**src/rtl/btn_pkg.sv**
```systemverilog
// Shared types and 25 MHz timing defaults for the front-panel button conditioner.
package btn_pkg;

    typedef enum logic [1:0] {
        REL_STABLE = 2'b00,
        REL_PEND   = 2'b01,
        PRS_STABLE = 2'b10,
        PRS_PEND   = 2'b11
    } deb_state_t;

    localparam int DEF_NUM_BTN         = 4;
    localparam int DEF_DEBOUNCE_CYCLES = 100000;   // 4 ms
    localparam int DEF_REPEAT_DELAY    = 6250000;  // 250 ms
    localparam int DEF_REPEAT_RATE     = 1250000;  // 50 ms
    localparam bit DEF_ACTIVE_LOW      = 1'b1;

    function automatic int imax(input int a, input int b);
        return (a > b) ? a : b;
    endfunction

endpackage

```
**src/rtl/btn_channel.sv**
```systemverilog
// One button channel: 2-flop synchroniser, debounce FSM, edge pulses and typematic repeat.
module btn_channel
    import btn_pkg::*;
#(
    parameter int DEBOUNCE_CYCLES = DEF_DEBOUNCE_CYCLES,
    parameter int REPEAT_DELAY    = DEF_REPEAT_DELAY,
    parameter int REPEAT_RATE     = DEF_REPEAT_RATE,
    parameter bit ACTIVE_LOW      = DEF_ACTIVE_LOW
) (
    input  logic vga_clk,
    input  logic sys_rst_n,
    input  logic i_raw,
    output logic o_level,
    output logic o_press,
    output logic o_release,
    output logic o_repeat
);

    localparam int DW = $clog2(DEBOUNCE_CYCLES + 1);
    localparam int RW = $clog2(imax(REPEAT_DELAY, REPEAT_RATE) + 1);
    localparam logic          REL_PIN  = ACTIVE_LOW ? 1'b1 : 1'b0;
    localparam logic [DW-1:0] DEB_LAST = DW'(DEBOUNCE_CYCLES - 1);
    localparam logic [RW-1:0] DLY_LAST = RW'((REPEAT_DELAY > 0) ? REPEAT_DELAY - 1 : 0);
    localparam logic [RW-1:0] RAT_LAST = RW'(REPEAT_RATE - 1);

    logic [1:0]    r_sync;
    deb_state_t    r_state;
    deb_state_t    w_next;
    logic [DW-1:0] r_dcnt;
    logic [DW-1:0] w_dcnt_nxt;
    logic          w_toggle;
    logic          w_s;
    logic          w_level;
    logic [RW-1:0] r_rcnt;
    logic          r_rate_phase;
    logic          r_press;
    logic          r_release;
    logic          r_repeat;

    // Synchroniser resets to the released pin level so reset never looks like a press.
    always_ff @(posedge vga_clk or negedge sys_rst_n) begin
        if (!sys_rst_n) r_sync <= {REL_PIN, REL_PIN};
        else            r_sync <= {r_sync[0], i_raw};
    end

    assign w_s     = ACTIVE_LOW ? ~r_sync[1] : r_sync[1];
    assign w_level = r_state[1];

    always_comb begin
        w_next     = r_state;
        w_dcnt_nxt = '0;
        w_toggle   = 1'b0;
        if (w_s != w_level) begin
            if (r_dcnt == DEB_LAST) begin
                w_toggle = 1'b1;
                w_next   = w_level ? REL_STABLE : PRS_STABLE;
            end else begin
                w_dcnt_nxt = DW'(r_dcnt + 1'b1);
                w_next     = w_level ? PRS_PEND : REL_PEND;
            end
        end else begin
            w_next = w_level ? PRS_STABLE : REL_STABLE;
        end
    end

    always_ff @(posedge vga_clk or negedge sys_rst_n) begin
        if (!sys_rst_n) begin
            r_state   <= REL_STABLE;
            r_dcnt    <= '0;
            r_press   <= 1'b0;
            r_release <= 1'b0;
        end else begin
            r_state   <= w_next;
            r_dcnt    <= w_dcnt_nxt;
            r_press   <= w_toggle & ~w_level;
            r_release <= w_toggle &  w_level;
        end
    end

    // Repeat counter: first interval is the delay, every later one the rate.
    always_ff @(posedge vga_clk or negedge sys_rst_n) begin
        if (!sys_rst_n) begin
            r_rcnt       <= '0;
            r_rate_phase <= 1'b0;
            r_repeat     <= 1'b0;
        end else begin
            r_repeat <= 1'b0;
            if (w_toggle) begin
                r_rcnt       <= '0;
                r_rate_phase <= 1'b0;
                r_repeat     <= ~w_level;
            end else if (w_level && (REPEAT_DELAY != 0)) begin
                if (r_rcnt == (r_rate_phase ? RAT_LAST : DLY_LAST)) begin
                    r_rcnt       <= '0;
                    r_rate_phase <= 1'b1;
                    r_repeat     <= 1'b1;
                end else begin
                    r_rcnt <= RW'(r_rcnt + 1'b1);
                end
            end else begin
                r_rcnt       <= '0;
                r_rate_phase <= 1'b0;
            end
        end
    end

    assign o_level   = w_level;
    assign o_press   = r_press;
    assign o_release = r_release;
    assign o_repeat  = r_repeat;

endmodule

```
**src/rtl/btn_conditioner.sv**
```systemverilog
// Front-panel button conditioner: NUM_BTN independent btn_channel instances in the vga_clk domain.
module btn_conditioner
    import btn_pkg::*;
#(
    parameter int NUM_BTN         = DEF_NUM_BTN,
    parameter int DEBOUNCE_CYCLES = DEF_DEBOUNCE_CYCLES,
    parameter int REPEAT_DELAY    = DEF_REPEAT_DELAY,
    parameter int REPEAT_RATE     = DEF_REPEAT_RATE,
    parameter bit ACTIVE_LOW      = DEF_ACTIVE_LOW
) (
    input  logic               vga_clk,
    input  logic               sys_rst_n,
    input  logic [NUM_BTN-1:0] btn_raw,
    output logic [NUM_BTN-1:0] btn_level,
    output logic [NUM_BTN-1:0] btn_press,
    output logic [NUM_BTN-1:0] btn_release,
    output logic [NUM_BTN-1:0] btn_repeat
);

    for (genvar g = 0; g < NUM_BTN; g++) begin : g_ch
        btn_channel #(
            .DEBOUNCE_CYCLES (DEBOUNCE_CYCLES),
            .REPEAT_DELAY    (REPEAT_DELAY),
            .REPEAT_RATE     (REPEAT_RATE),
            .ACTIVE_LOW      (ACTIVE_LOW)
        ) u_ch (
            .vga_clk   (vga_clk),
            .sys_rst_n (sys_rst_n),
            .i_raw     (btn_raw[g]),
            .o_level   (btn_level[g]),
            .o_press   (btn_press[g]),
            .o_release (btn_release[g]),
            .o_repeat  (btn_repeat[g])
        );
    end

endmodule
```
**config.mk**
```make
export PLATFORM = sky130hd
export DESIGN_NAME = btn_conditioner
export DESIGN_NICKNAME = d
export VERILOG_FILES = /design/src/rtl/btn_pkg.sv /design/src/rtl/btn_channel.sv /design/src/rtl/btn_conditioner.sv
export SDC_FILE = /design/constraint.sdc
export NUM_CORES = 1
export LEC_CHECK = 0
export CORE_UTILIZATION = 51
export DETAILED_ROUTE_END_ITERATION = 16
export PLACE_DENSITY = 0.69
export SYNTH_ARGS = -nofsm -noshare
export SYNTH_HDL_FRONTEND = slang
export SYNTH_SLANG_ARGS = --single-unit
```
**constraint.sdc**
```tcl
create_clock -name vga_clk -period 2.6 [get_ports vga_clk]
set_clock_uncertainty 0.05 [all_clocks]
set_input_delay 0.39 -clock vga_clk [delete_from_list [all_inputs] [get_ports vga_clk]]
set_output_delay 0.39 -clock vga_clk [all_outputs]
set_load 0.02 [all_outputs]
```
==> metrics, run 1 <==
status=finished clean; Synth top area share=50.0%; Critical Path Stages=5; worst hold path type=reg -> reg; nets=905; Die Span Y=135 um; GRT Total Usage=18.3%; Syn-to-layout area delta=9.99%; initial core utilization=52.0%; Num CTS Buffers=17; Post-Route WL=15,100 um; met2 wire len=7180 um; die area=18,200 um2; synth warn=0; Final ANT Viol Nets=0; DRC=0; RSZ-0062 raised after global routing=false; r2r setup slk=0.49 ns; Core Region=17,300 um2; crit path from=g_ch[1].u_ch.r_rcnt[13]$_DFF_PN0_; fin crit share=81.2%; io pins=22; global route overflow=0; worst path cell trace=or4b_1, nor4_1, o2111ai_1, nand2b_2, nor2_1; P_int=0.00442 W; top cells by area, synth=dfrtp_1, xor2_1, nor2_1; Comb pwr share=2.1%; clock power share=45.0%; largest net degree at the start of global routing=71; FP Rows=48; worst r2r path cells=5; worst slew pin tran=0.674 ns; DRT Pass-1 Iters=6; R2R Path End=g_ch[1].u_ch.r_rcnt[10]$_DFF_PN0_; main flop type after synthesis=dfrtp_1; Top Metal Used=met4; share of layout cells above drive strength 1=6.42%; postcts setup bufs=0; CP Class=reg -> reg; Max stage delay on crit path=0.52 ns; PwrDens=567 nW/um2; CTS tree=yes; Arrival @ worst endpoint=2.35 ns; Flop pwr share=52.9%; dominant cell type by area after synthesis=dfrtp_1; max cap viols=0; slew margin rel.=54.7%; first-pass GRT wire length=26,700 um; cell count after synthesis=881; Clock Tree Buf Depth=2; clock root cell=clkbuf_16; Worst setup endpoint=g_ch[1].u_ch.r_rcnt[10]$_DFF_PN0_; Post-DP HPWL=10,000 um; Slowest-stage cell, CP=or4b_1; Sw Share=21.3%; vias after detailed routing=5,913; Seq. cell area=4710 um2; Final Slew Violations=0; Layout fillers=1,471; fmax=474 MHz; final hold vios=0; Routed WL per cell=13.3 um; Finished Core Util=57.2%; CTS sink cnt=188; number of synthesized flops with an enable pin=0; final total power=0.00562 W; Met1 Wirelength=7400 um; met3 WL=307 um; Worst path top cell family by delay=simple AND/OR/NAND/NOR gates; CP max FO=23; vias in the first global route=5,815; Worst Path Required=2.84 ns; syn_area_per_cell=10.2 um2; Peak VDD IR=571 uV; CTS clock-pin slew for the worst setup and hold paths=0.07 ns; synth unique cells=44; initial antenna violation count=0; endpoint class of the critical path=register; P_leak=4.18 nW; Post-synth ARST share=100%; Final setup viols=0; Hold Path Depth=0; net switching power=0.00120 W; post-synthesis sequential area ratio=52.4%; maximum level of the CTS H-tree=4; fin crit period=2.11 ns; Setup TNS Final=0 ns; Die Width=135 um; Buf/Inv on CP=0; flops & latches, synth=188; Clk Latency, worst-skew pair=0.43 ns; port bufs=21; routed vias/inst=5.24; Mapped Area=9000 um2; DR iter-0 viols=246; multi-input logic area=3960 um2; Worst R2R Start=g_ch[1].u_ch.r_rcnt[13]$_DFF_PN0_; gpl congestion=0.803; syn nets=895; CP Launch Type=register; antenna cell count=0
-- how the worst min path moves through the flow --
stage                                           from                                to  slack [ns]
finish              g_ch[1].u_ch.r_sync[0]$_DFF_PN1_  g_ch[1].u_ch.r_sync[1]$_DFF_PN1_        0.29
CTS                                       btn_raw[0]  g_ch[0].u_ch.r_sync[0]$_DFF_PN1_        0.30
global placement    g_ch[1].u_ch.r_sync[0]$_DFF_PN1_  g_ch[1].u_ch.r_sync[1]$_DFF_PN1_        0.30
global route        g_ch[1].u_ch.r_sync[0]$_DFF_PN1_  g_ch[1].u_ch.r_sync[1]$_DFF_PN1_        0.30
detailed placement  g_ch[1].u_ch.r_sync[0]$_DFF_PN1_  g_ch[1].u_ch.r_sync[1]$_DFF_PN1_        0.30
floorplan                                  sys_rst_n    g_ch[0].u_ch.o_press$_DFF_PN0_        0.04
-- cell families after synthesis --
group	count (synthesis)	synth area share (%)
adder cells (fa/ha/maj)	8	1.11
AO/OA/AOI/OAI	17	1.31
flip-flops	188	52.4
buffers and inverters	57	3.60
XOR/XNOR	148	14.4
AND/OR/NAND/NOR	463	27.2
-- per-layer routing --
layer	up-vias	track usage, %
met5	-	0
met4	0	6.24
met3	13	4.20
met2	41	30.2
met1	2860	23.6
li1	2999	-
-- worst reg2reg max path, delay by kind of cell, from the launching register on --
family,cells,cell delay (ns)
compound gates,1,0.25
flops,1,0.43
simple gates,4,1.24
-- state kept, by name, indices dropped and copies added (netlist names) --
name and cells:
g_ch.u_ch.r_rcnt 92, g_ch.u_ch.r_dcnt 68, g_ch.u_ch.r_sync 8, g_ch.u_ch.o_press 4
g_ch.u_ch.o_release 4, g_ch.u_ch.o_repeat 4, g_ch.u_ch.r_rate_phase 4, g_ch.u_ch.r_state 4
-- Yosys cell counts (5+ instances only) --
cell / instances
nand4b_1: 5
and4_1: 21
and2_1: 10
ha_1: 8
nor3_1: 9
xor2_1: 117
buf_2: 8
inv_1: 19
dfrtp_1: 180
nand3_1: 61
xnor2_1: 31
nor4b_1: 9
nand4_1: 42
dfstp_2: 8
nor2_1: 179
and3_1: 22
nand2_1: 57
buf_4: 18
clkbuf_1: 6
nor4_1: 13
-- layout make-up --
type | instances | share of cell area, %
multi-input cells | 636 | 40.0
flip-flops and latches | 188 | 47.6
repair buffers | 29 | 3.05
clock inverters | 10 | 1.20
inverters | 19 | 0.720
clock buffers | 21 | 4.55
well taps | 225 | 2.84
-- through the flow --
step / hold slack [ns] / worst slack, ns / std cells / area [um2]
after floorplan: 0.0444 / 0.758 / 881 / 9000
after global placement: 0.296 / 0.556 / 1096 / 9320
after detailed placement: 0.297 / 0.463 / 1096 / 9320
after CTS: 0.296 / 0.456 / 1128 / 9900
after global routing: 0.300 / 0.243 / 1128 / 9900
final: 0.292 / 0.489 / 1128 / 9900
-- power by group through the flow --
stage / clock [W] / sequential, W / combinational, W
floorplan: 0 / 0.00302 / 0.0000420
global placement: 0 / 0.00302 / 0.000123
CTS: 0.00259 / 0.00297 / 0.000126
finish: 0.00253 / 0.00297 / 0.000119
detailed placement: 0 / 0.00303 / 0.000124
global route: 0.00271 / 0.00297 / 0.000143
-- layout by cell type (no fill, tap or decap), types with 4 or more instances in the layout --
| cell | count |
|---|---|
| nand4b_1 | 5 |
| and2_1 | 10 |
| xnor2_1 | 31 |
| buf_4 | 5 |
| inv_1 | 19 |
| dfstp_2 | 8 |
| dfrtp_1 | 180 |
| o2111ai_1 | 4 |
| and4_1 | 21 |
| nand3_1 | 61 |
| nor4_1 | 13 |
| and3_1 | 22 |
| or3_1 | 4 |
| a21oi_1 | 4 |
| or2_2 | 4 |
| xor2_1 | 117 |
| nand2_1 | 57 |
| nor3_1 | 9 |
| clkdlybuf4s50_1 | 20 |
| nand4_1 | 42 |
| ha_1 | 8 |
| clkbuf_16 | 17 |
| nor2_1 | 179 |
| nor4b_1 | 9 |
| a21boi_0 | 4 |
| nor4_4 | 4 |
-- timing repair --
item                       4_1_cts  5_1_grt
gates resized for setup          0        0
hold buffers                     1        0
hold endpoints to repair        64        0
setup endpoints to repair        0        0
Power figures use the tool's default switching activity.
==> run 2, diff against run 1 <==
- clock period: 2.6 -> 1.98 ns (I/O delays scaled with it)
==> run 2 against run 1 <==
  * Sequential power rose by 31%
  * Count of clock-buffer cells in the layout down 4
  * Combinational power grew 41%
  * Core utilization grew 1.8 points
  * Routed wire length rose by 3.5%
  * Sequential share of layout area is 1.4 points lower
  * Critical path depth shrank 4
  * Hold slack lost 0.079 ns
  * Highest routed layer unchanged
==> metrics, run 2 (synthesized netlist as in run 1, its figures left out) <==
Max stage delay on crit path=0.65 ns; clock root cell=clkbuf_16; Worst path top cell family by delay=buffers and inverters; Top Metal Used=met4; Buf/Inv on CP=1; DR iter-0 viols=347; vias after detailed routing=6,078; Final setup viols=0; io pins=22; nets=927; worst hold path type=in -> reg; Core Region=17,300 um2; Setup TNS Final=0 ns; CP max FO=8; max reg flops=92; port bufs=21; met2 wire len=7580 um; CTS clock-pin slew for the worst setup and hold paths=0.07 ns; Final Slew Violations=0; largest net degree at the start of global routing=54; most frequent cells in the layout=nor2_1, dfrtp_1, xor2_1; Worst Path Required=1.63 ns; Die Width=135 um; Syn-to-layout area delta=13.4%; Post-Route WL=15,600 um; Routed WL per cell=13.5 um; first-pass GRT wire length=27,900 um; endpoint class of the critical path=primary output; routed vias/inst=5.28; initial core utilization=52.0%; worst slew pin tran=0.479 ns; Post-DP HPWL=10,300 um; DRC=0; Slowest-stage cell, CP=clkdlybuf4s50_1; maximum level of the CTS H-tree=4; fin crit period=1.90 ns; fin crit share=96.0%; gpl congestion=0.788; PwrDens=745 nW/um2; multi-input logic area=3980 um2; GRT Total Usage=19.1%; max cap viols=0; antenna cell count=0; share of layout cells above drive strength 1=9.50%; Met1 Wirelength=7490 um; Clk Latency, worst-skew pair=0.43 ns; Arrival @ worst endpoint=1.55 ns; met3 WL=372 um; worst path cell trace=clkdlybuf4s50_1; status=finished clean; Num CTS Buffers=17; most flop-heavy register=g_ch.u_ch.r_rcnt; Layout fillers=1,468; vias in the first global route=6,135; fmax=526 MHz; slew margin rel.=68.0%; Peak VDD IR=647 uV; die area=18,200 um2; Clock Tree Buf Depth=2; P_leak=4.37 nW; Final ANT Viol Nets=0; CP Class=reg -> out; Top Registers=g_ch.u_ch.r_rcnt (92), g_ch.u_ch.r_dcnt (68), g_ch.u_ch.r_sync (8); Seq. cell area=4720 um2; final hold vios=0; CTS sink cnt=188; CP Launch Type=register; worst hold margin=0.213 ns; RSZ-0062 raised after global routing=false; DRT Pass-1 Iters=5; initial antenna violation count=0; CTS tree=yes; FP Rows=48; global route overflow=0; Die Span Y=135 um
## run 2: final cells by class
class | instances | area share [%]
flip-flops and latches | 188 | 46.2
multi-input cells | 636 | 39.0
repair buffers | 51 | 5.33
clock buffers | 17 | 4.17
well taps | 225 | 2.76
clock inverters | 15 | 1.86
inverters | 19 | 0.699
## run 2: where the power goes
group	leakage [nW]	total (W)	internal, W	switching [W]
combinational	1.49	0.000168	0.0000534	0.000115
sequential	2.59	0.00390	0.00387	0.0000261
clock	0.292	0.00354	0.00201	0.00152
## run 2: layer usage
layer	GRT usage, %	vias to the layer above
li1	-	3038
met1	24.3	2970
met2	32.4	59
met3	4.39	11
met4	5.99	0
met5	0	-
## run 2: final timing paths
check                      slack (ns)                                to                                 from  depth (start not counted)
hold reg to reg                  0.31  g_ch[0].u_ch.r_sync[1]$_DFF_PN1_     g_ch[0].u_ch.r_sync[0]$_DFF_PN1_                          0
setup reg to reg                 0.11  g_ch[1].u_ch.r_rcnt[9]$_DFF_PN0_    g_ch[1].u_ch.r_rcnt[15]$_DFF_PN0_                          6
hold / removal                   0.21  g_ch[0].u_ch.r_sync[0]$_DFF_PN1_                           btn_raw[0]                          1
setup / recovery                 0.08                      btn_level[3]  g_ch[3].u_ch.r_state[1]$_DFFE_PN0N_                          1
min in group asynchronous        0.33   g_ch[2].u_ch.o_repeat$_DFF_PN0_                            sys_rst_n                          2
max in group asynchronous        0.89  g_ch[3].u_ch.r_sync[1]$_DFF_PN1_                            sys_rst_n                          3
## run 2: through the flow
step	utilization [%]	worst slack, ns	instance area (um2)	total power (W)	std cells
6_report	59.0	0.0800	10200	0.00760	1151
4_1_cts	58.9	0.0345	10200	0.00772	1150
3_3_place_gp	55.2	0.119	9560	0.00414	1117
5_1_grt	59.0	0.00431	10200	0.00790	1151
3_5_place_dp	55.2	0.0650	9560	0.00415	1117
2_1_floorplan	-	0.138	9000	0.00402	881
## run 2: timing repair
action / 4_1_cts / 5_1_grt
resized for setup: 0 / 6
hold buffers: 1 / 0
setup endpoints to repair: 0 / 51
buffers inserted: 0 / 1
endpoints found under the hold margin: 45 / 0
==> run 3, diff against run 2 <==
- GPL_TIMING_DRIVEN: default -> 0
==> run 3 against run 2 <==
  * Register-to-register slack got worse by 0.09 ns
  * Critical path depth rose by 5
  * Combinational power fell by 5%
  * Global-route usage fell by 0.29 points
  * Largest cell class unchanged
  * Critical endpoint is now g_ch[1].u_ch.r_rcnt[10]$_DFF_PN0_
  * First-iteration DRC count fell by 23%
==> metrics, run 3 (synthesized netlist as in run 1, its figures left out) <==
port bufs=21; Num CTS Buffers=17; Peak VDD IR=632 uV; Post-Route WL=15,800 um; share of layout cells above drive strength 1=14.8%; slew margin rel.=60.3%; Layout fillers=1,437; gpl congestion=0.801; Die Span Y=135 um; CP max FO=6; max cap viols=0; Worst Path Required=2.26 ns; Flop pwr share=50.8%; most flop-heavy register=g_ch.u_ch.r_rcnt; max reg flops=92; initial core utilization=52.0%; Top Registers=g_ch.u_ch.r_rcnt (92), g_ch.u_ch.r_dcnt (68), g_ch.u_ch.r_sync (8); initial antenna violation count=0; fmax=509 MHz; worst slew pin tran=0.595 ns; dpl ws=-0.143 ns; CTS sink cnt=188; CP Launch Type=register; Buf/Inv on CP=1; multi-input logic area=4100 um2; global route overflow=0; Sw Share=22.4%; Post-DP HPWL=10,100 um; largest net degree at the start of global routing=111; clock power share=47.1%; CTS clock-pin slew for the worst setup and hold paths=0.07 ns; maximum level of the CTS H-tree=4; fin crit share=99.2%; Arrival @ worst endpoint=2.24 ns; Max stage delay on crit path=0.53 ns; DRT Pass-1 Iters=4; Core Region=17,300 um2; Comb pwr share=2.1%; RSZ-0062 raised after global routing=true; CP Class=reg -> reg; Clock Tree Buf Depth=2; antenna cell count=0; worst setup margin=0.0165 ns; DR iter-0 viols=268; worst hold path type=in -> reg; endpoint class of the critical path=register; PwrDens=734 nW/um2; final instance area=10,500 um2; die area=18,200 um2; Slowest-stage cell, CP=or4b_4; Routed WL per cell=13.5 um; Final ANT Viol Nets=0; io pins=22; vias in the first global route=5,946; FP Rows=48; clock root cell=clkbuf_16; status=finished clean; Syn-to-layout area delta=16.2%; Clk Latency, worst-skew pair=0.44 ns; worst hold margin=0.207 ns; Worst path top cell family by delay=simple AND/OR/NAND/NOR gates; Seq. cell area=4720 um2; most common cell after layout, fill and taps aside=dfrtp_1; Finished Core Util=60.5%; routed vias/inst=5.29; P_leak=4.45 nW; nets=948; Placement Cell Area=9530 um2; GRT Total Usage=18.8%; Final setup viols=0; net switching power=0.00172 W; CTS tree=yes; fin crit period=1.96 ns; DRC=0; vias after detailed routing=6,197; r2r setup slk=0.02 ns; first-pass GRT wire length=27,400 um; Die Width=135 um; P_int=0.00595 W; final hold vios=0; Final Slew Violations=0; most frequent cells in the layout=dfrtp_1, nor2_1, xor2_1; worst path cell trace=or4b_4, nor4_4, o2111ai_2, nand2b_4, clkbuf_16, nor2_2
[run 3: cell count changes in the layout (fill, tap and decap cells not counted), moves of 6 or more]
cell and delta:
nor2_2 +12, dfrtp_1 -6, buf_12 -8, nor2_1 -14
buf_4 +11, dfrtp_2 +6
[run 3: final timing paths]
check,to,startpoint,cells after the start
worst min-delay path,g_ch[2].u_ch.r_sync[0]$_DFF_PN1_,btn_raw[2],1
worst max-delay path,g_ch[1].u_ch.r_rcnt[10]$_DFF_PN0_,g_ch[1].u_ch.r_rcnt[13]$_DFF_PN0_,6
max in group asynchronous,g_ch[0].u_ch.r_state[1]$_DFFE_PN0N_,sys_rst_n,3
worst min register to register,g_ch[0].u_ch.r_sync[1]$_DFF_PN1_,g_ch[0].u_ch.r_sync[0]$_DFF_PN1_,0
worst max register to register,g_ch[1].u_ch.r_rcnt[10]$_DFF_PN0_,g_ch[1].u_ch.r_rcnt[13]$_DFF_PN0_,6
min in group asynchronous,g_ch[2].u_ch.r_rcnt[6]$_DFF_PN0_,sys_rst_n,2
[run 3: cell type report]
| type | instances | area share (%) |
|---|---|---|
| well taps | 225 | 2.69 |
| flip-flops and latches | 188 | 45.2 |
| multi-input cells | 636 | 39.2 |
| repair buffers | 38 | 3.83 |
| clock inverters | 15 | 1.91 |
| clock buffers | 17 | 4.07 |
| plain buffers | 34 | 2.44 |
| inverters | 19 | 0.682 |
[run 3: routing by layer]
metal | part of all wire [%] | vias to the layer above | track usage, %
li1 | - | 3094 | -
met1 | 48 | 3016 | 25.4
met5 | 0 | - | 0
met3 | 2.8 | 26 | 4.99
met2 | 48 | 61 | 29.8
met4 | 1.4 | 0 | 5.81
[run 3: power groups by stage]
stage	clock (W)	sequential (W)	combinational, W
6_report	0.00362	0.00390	0.000160
5_1_grt	0.00387	0.00390	0.000192
4_1_cts	0.00370	0.00390	0.000169
3_5_place_dp	0	0.00397	0.000164
3_3_place_gp	0	0.00397	0.000154
2_1_floorplan	0	0.00397	0.0000551
[run 3: timing repair]
item                       4_1_cts  5_1_grt
hold endpoints to repair        72        0
pin swaps                        2       10
buffers inserted                 2       10
gates cloned                     0        3
setup endpoints to repair       58      128
resized for setup               14       42
hold buffers                     1        0
[run 3: per-stage QoR]
step | cells | power (W) | TNS (ns)
final | 1172 | 0.00767 | 0
after global routing | 1172 | 0.00797 | -1.44
after CTS | 1161 | 0.00777 | 0
after detailed placement | 1128 | 0.00414 | -2.55
after global placement | 1127 | 0.00413 | -1339.41
after floorplan | 881 | 0.00402 | 0
